==> config.mk <==
export PLATFORM = sky130hd
export DESIGN_NAME = step_sequencer
export DESIGN_NICKNAME = d
export VERILOG_FILES = /design/src/rtl/seq_pkg.sv /design/src/rtl/seq_pattern_ram.sv /design/src/rtl/step_sequencer.sv
export SDC_FILE = /design/constraint.sdc
export NUM_CORES = 1
export LEC_CHECK = 0
export CAP_MARGIN = 30
export CELL_PAD_IN_SITES_DETAIL_PLACEMENT = 0
export CELL_PAD_IN_SITES_GLOBAL_PLACEMENT = 2
export CORE_MARGIN = 1
export CORE_UTILIZATION = 30
export DETAILED_ROUTE_END_ITERATION = 10
export GPL_TIMING_DRIVEN = 0
export HOLD_SLACK_MARGIN = 0.12
export PLACE_DENSITY = 0.64
export SLEW_MARGIN = 20
export SYNTH_ARGS = -nofsm -noshare
export SYNTH_HDL_FRONTEND = slang
export SYNTH_SLANG_ARGS = --single-unit
==> constraint.sdc <==
create_clock -name clock_in -period 6.5 [get_ports clock_in]
set_input_delay 1.3 -clock clock_in [delete_from_list [all_inputs] [get_ports clock_in]]
set_output_delay 1.3 -clock clock_in [all_outputs]
set_load 0.01 [all_outputs]
==> src/rtl/seq_pkg.sv <==
// Shared definitions for the step sequencer: FSM encoding, width helpers and
// the default gate length.
package seq_pkg;

    typedef enum logic [1:0] {
        ST_IDLE  = 2'd0,
        ST_ARMED = 2'd1,
        ST_RUN   = 2'd2
    } seq_state_t;

    // 25 ms at 49.152 MHz
    localparam int DEFAULT_GATE_CYCLES = 1228800;

    function automatic int step_idx_w(input int steps);
        return (steps > 1) ? $clog2(steps) : 1;
    endfunction

    function automatic int len_w(input int steps);
        return step_idx_w(steps) + 1;
    endfunction

endpackage

==> src/rtl/seq_pattern_ram.sv <==
// Pattern store: one write port and one registered read port.
// A read and a write to the same entry in one cycle return the old contents.
module seq_pattern_ram #(
    parameter int DEPTH  = 16,
    parameter int ADDR_W = 4,
    parameter int DATA_W = 8
) (
    input  logic              clock_in,
    input  logic              wr_en,
    input  logic [ADDR_W-1:0] wr_addr,
    input  logic [DATA_W-1:0] wr_data,
    input  logic [ADDR_W-1:0] rd_addr,
    output logic [DATA_W-1:0] rd_data
);

    logic [DATA_W-1:0] mem_r [DEPTH];

    // Memory array with read-before-write; contents deliberately survive reset
    always_ff @(posedge clock_in) begin
        if (wr_en) begin
            mem_r[wr_addr] <= wr_data;
        end
        rd_data <= mem_r[rd_addr];
    end

endmodule

==> src/rtl/step_sequencer.sv <==
// Tempo-driven step sequencer: walks a programmable pattern on each tick rise
// and drives note, gate and step strobe to the voice.
module step_sequencer
    import seq_pkg::*;
#(
    parameter int STEPS       = 16,
    parameter int NOTE_W      = 7,
    parameter int GATE_CYCLES = DEFAULT_GATE_CYCLES
) (
    input  logic                         clock_in,
    input  logic                         reset,
    input  logic                         tick,
    input  logic                         play,
    input  logic                         stop,
    input  logic [len_w(STEPS)-1:0]      length,
    input  logic                         wr_en,
    input  logic [step_idx_w(STEPS)-1:0] wr_addr,
    input  logic [NOTE_W-1:0]            wr_note,
    input  logic                         wr_active,
    output logic [NOTE_W-1:0]            note_out,
    output logic                         gate,
    output logic [step_idx_w(STEPS)-1:0] step_idx,
    output logic                         step_strobe,
    output logic                         running
);

    localparam int IDX_W = step_idx_w(STEPS);
    localparam int LEN_W = len_w(STEPS);
    localparam int CNT_W = (GATE_CYCLES > 1) ? $clog2(GATE_CYCLES) : 1;
    localparam logic [CNT_W-1:0] GATE_LOAD = CNT_W'(GATE_CYCLES - 1);

    seq_state_t         state_r;
    logic               tick_q_r;
    logic               step_pend_r;
    logic [IDX_W-1:0]   pend_idx_r;
    logic [CNT_W-1:0]   gate_cnt_r;
    logic               retrig_r;

    logic               tick_rise_s;
    logic               start_s;
    logic [LEN_W-1:0]   eff_len_s;
    logic [LEN_W-1:0]   idx_inc_s;
    logic [IDX_W-1:0]   next_idx_s;
    logic [NOTE_W:0]    rd_data_s;

    // The step index is resolved in the tick-rise cycle so the RAM read lines up
    // with the step update one cycle later.
    seq_pattern_ram #(
        .DEPTH  (STEPS),
        .ADDR_W (IDX_W),
        .DATA_W (NOTE_W + 1)
    ) u_pattern_ram (
        .clock_in (clock_in),
        .wr_en    (wr_en),
        .wr_addr  (wr_addr),
        .wr_data  ({wr_active, wr_note}),
        .rd_addr  (next_idx_s),
        .rd_data  (rd_data_s)
    );

    // Tick edge detect, effective length and next-step index
    always_comb begin
        tick_rise_s = tick & ~tick_q_r;
        if ((length == {LEN_W{1'b0}}) || (length > LEN_W'(STEPS))) begin
            eff_len_s = LEN_W'(STEPS);
        end else begin
            eff_len_s = length;
        end
        idx_inc_s = {1'b0, step_idx} + LEN_W'(1);
        if (state_r == ST_ARMED) begin
            next_idx_s = {IDX_W{1'b0}};
        end else if (idx_inc_s >= eff_len_s) begin
            next_idx_s = {IDX_W{1'b0}};
        end else begin
            next_idx_s = idx_inc_s[IDX_W-1:0];
        end
        start_s = tick_rise_s & ~stop & (state_r != ST_IDLE);
    end

    // FSM, step index, gate timing and output registers
    always_ff @(posedge clock_in) begin
        if (reset) begin
            state_r     <= ST_IDLE;
            tick_q_r    <= 1'b0;
            step_pend_r <= 1'b0;
            pend_idx_r  <= {IDX_W{1'b0}};
            gate_cnt_r  <= {CNT_W{1'b0}};
            retrig_r    <= 1'b0;
            note_out    <= {NOTE_W{1'b0}};
            gate        <= 1'b0;
            step_idx    <= {IDX_W{1'b0}};
            step_strobe <= 1'b0;
            running     <= 1'b0;
        end else begin
            tick_q_r    <= tick;
            step_pend_r <= start_s;
            pend_idx_r  <= next_idx_s;
            step_strobe <= 1'b0;
            if (stop) begin
                state_r    <= ST_IDLE;
                running    <= 1'b0;
                step_idx   <= {IDX_W{1'b0}};
                gate       <= 1'b0;
                gate_cnt_r <= {CNT_W{1'b0}};
                retrig_r   <= 1'b0;
            end else begin
                case (state_r)
                    ST_IDLE: begin
                        if (play) begin
                            state_r <= ST_ARMED;
                            running <= 1'b1;
                        end
                    end
                    ST_ARMED, ST_RUN: begin
                        if (step_pend_r) begin
                            state_r <= ST_RUN;
                        end
                    end
                    default: begin
                        state_r <= ST_IDLE;
                        running <= 1'b0;
                    end
                endcase

                if (step_pend_r) begin
                    step_idx    <= pend_idx_r;
                    step_strobe <= 1'b1;
                    if (rd_data_s[NOTE_W]) begin
                        note_out <= rd_data_s[NOTE_W-1:0];
                        // A still-sounding gate is dropped for one cycle so the envelope retriggers
                        if (gate) begin
                            gate     <= 1'b0;
                            retrig_r <= 1'b1;
                        end else begin
                            gate       <= 1'b1;
                            gate_cnt_r <= GATE_LOAD;
                        end
                    end else begin
                        gate       <= 1'b0;
                        retrig_r   <= 1'b0;
                        gate_cnt_r <= {CNT_W{1'b0}};
                    end
                end else if (retrig_r) begin
                    gate       <= 1'b1;
                    gate_cnt_r <= GATE_LOAD;
                    retrig_r   <= 1'b0;
                end else if (gate) begin
                    if (gate_cnt_r == {CNT_W{1'b0}}) begin
                        gate <= 1'b0;
                    end else begin
                        gate_cnt_r <= gate_cnt_r - CNT_W'(1);
                    end
                end
            end
        end
    end

endmodule
==> run metrics <==
status=complete, no violations; drt via density=5.10; Hold Startpoint=tick_q_r; actual slew at the worst max-slew pin=approximately 0.94 ns; I/O Pins=37; vias=a little over 5000; Antenna Nets Post-Route=0; gr usage total=about 15%; clk_lat worst skew=0.43 ns; DIE WIDTH=approximately 160 um; area delta synth->final=18.0%; ys flop type=edfxtp_1; die area=0.0260 mm2; DRT met1 WL=slightly below 9000 um; metal2 WL=between 8000 and 9000 um; CTS max path bufs=2; CTS sink cnt=180; Rows=57; Hold Worst Slack=0.406 ns; placed cell areas=0.00839 mm2; largest delay contributor family on the critical path=simple AND/OR/NAND/NOR gates; post-DP HPWL=around 13000 um; vias in the first global route=5112; Core Area=around 0.025 mm2; Hold Crit Class=reg2reg; DR WL/cell=18.9 um; DRC=0; Worst-path clk slew=roughly 0.070 ns; CP Capture Type=flop; Pleak=about 2.8 nW; number of cells on the critical path=9; DRT Wirelength=18900 um; crit-path cells=clkdlybuf4s50_1 -> or4_1 -> ha_1 -> ha_1 -> a211oi_1 -> o21ai_0 -> clkbuf_1 -> nor3_1 -> a211oi_1; commonest non-fill, non-tap cell in the layout=edfxtp_1; Ant. Diodes=0; worst setup path start=length[3]; Seq cells post-synth=180; most frequent cells in the layout=128 x edfxtp_1, 55 x nand2_1, 52 x dfxtp_1; Peak VDD IR=between 0.15 and 0.2 mV; max-slew violation count=0; Clock H-tree levels=4; Ys Warns=0; Total Power=between 2 and 2.5 mW; period utilization=approximately three quarters; sequential area share after synthesis=roughly 64%; post-route cell area=0.00896 mm2; largest net degree at the start of global routing=19; hold_buf cts=0; Period minus WS final=~5 ns; Mapped Cells=about 600; Power Density=roughly 270 mW/mm2; Netlist Area Pre-Place=~0.0076 mm2; Worst Hold Path Cells=1; layout cell share with drive strength beyond 1=between 10% and 20%; Resize count post-CTS=0; top layer in use=met4; critical path type=in2reg; skew final=about 0.014 ns; critical path peak fanout=10; Setup Fix Bufs, Post-CTS=0; drt pass-1 iters=5; Non-Filler Instances=roughly 1000; initial drt markers=between 300 and 400; Slowest Stage Delay on Critical Path=approximately 0.8 ns; CP max-delay cell=nor3_1; Max Freq=201 MHz; Synth cell types=between 50 and 60; data required time of the worst path=6.74 ns; final hold viol count=0; Post-synth EDFFs=about 130; dpl cells=between 900 and 1000; Worst EP arrival=approximately 5.2 ns; Worst Setup Start Kind=input pin; initial antenna violation count=0; launch point of the worst reg-to-reg path=step_idx[0]; first-pass GRT wire length=29700 um; Layout Nets=roughly 690; FF-to-FF path depth=10; Initial Utilization=30.9%; endpoints failing setup=0; unrepaired setup endpoints after global routing=false; Die H=between 150 and 200 um; routability congestion estimate=between 0.7 and 0.8; buffers and inverters on the worst path=2; Setup TNS=0 ns; Root Buffer=clkbuf_16; Slew HR=37.2%; Routed met3 length=between 700 and 800 um; CTS Buf Count=17; total nets after synthesis=between 600 and 700; Synth Area per Inst=between 10 and 15 um2; remaining global-route overflow=0; max cap viols=0; ys async rst share=0%; CTS tree=built; Port Buffers=36
[path summary, 6_finish.rpt]
| check | slack (ns) | end |
|---|---|---|
| setup / recovery | 1.52 | u_pattern_ram.rd_data[3] |
| hold / removal | 0.41 | step_pend_r |
| setup reg to reg | 2.34 | u_pattern_ram.rd_data[3] |
| hold reg to reg | 0.41 | step_pend_r |
[through the flow]
step / util (%) / setup WS, ns
6_report: 36.4 / 1.52
5_1_grt: 36.4 / 1.28
4_1_cts: 36.4 / 1.54
3_5_place_dp: 34.1 / 1.09
3_3_place_gp: 34.0 / 1.15
2_1_floorplan: - / 2.37
[state kept, by name, summed over array words and instances, names as in the netlist, 2 cells and up]
signal                 cells
step_idx                   4
state_r                    2
u_pattern_ram.mem_r      128
gate_cnt_r                21
pend_idx_r                 4
u_pattern_ram.rd_data      8
note_out                   7
[synthesized netlist by cell type (all sizes together) (10+ instances only)]
library cell / instances / area share [%]
mux2i: 33 / 4.4
nand2b: 10 / 0.86
buf: 11 / 0.84
edfxtp: 128 / 51
a21oi: 39 / 2.6
ha: 10 / 1.6
a211oi: 18 / 1.8
clkbuf: 21 / 1.0
nand2: 55 / 2.7
nor2: 50 / 2.5
o21ai: 17 / 1.1
nor3: 18 / 1.3
o221a: 10 / 1.5
dfxtp: 52 / 14
[power by group]
group          internal, mW  total, mW  switching [mW]  leakage [nW]
Clock                 0.513      0.994           0.481         0.278
Combinational        0.0485      0.129          0.0809         0.983
Sequential             1.25       1.26         0.00739          1.58
Total                  1.81       2.38           0.570          2.84
[area by class of cell]
type / instances / area (um2)
plain buffers: 32 / 143
clock buffers: 19 / 433
clock inverters: 13 / 129
fillers: 2398 / 15600
inverters: 9 / 33.8
multi-input cells: 380 / 2550
flip-flops and latches: 180 / 4880
well taps: 324 / 405
repair buffers: 40 / 388
[logic make-up (layout without fill, tap and decap cells)]
logic type      count (synthesis)  count (layout)  share of synthesized area, %
compound gates                146             146                          14.1
fa+ha+maj                      10              10                          1.65
mux                            42              42                          5.83
flops                         180             180                          64.3
xor+xnor                        3               3                         0.346
simple gates                  179             179                          11.5
buf+inv                        41             113                          2.32
[per-layer routing]
metal  up-vias  global-route usage [%]
li1       2424                       -
met1      2526                    20.5
met2       118                    24.5
met3        17                    2.77
met4         0                    5.32
met5         -                       0
[worst reg2reg max path: stages, from the launching register on]
cell      delay (ns)
dfxtp_1         0.42
clkbuf_1        0.30
nand3_1         0.13
xor2_1          0.40
inv_1           0.09
ha_1            0.23
a211oi_1        0.61
o21ai_0         0.44
clkbuf_1        0.36
nor3_1          0.79
a211oi_1        0.23
Note: power is estimated with default switching activity, not from simulation.
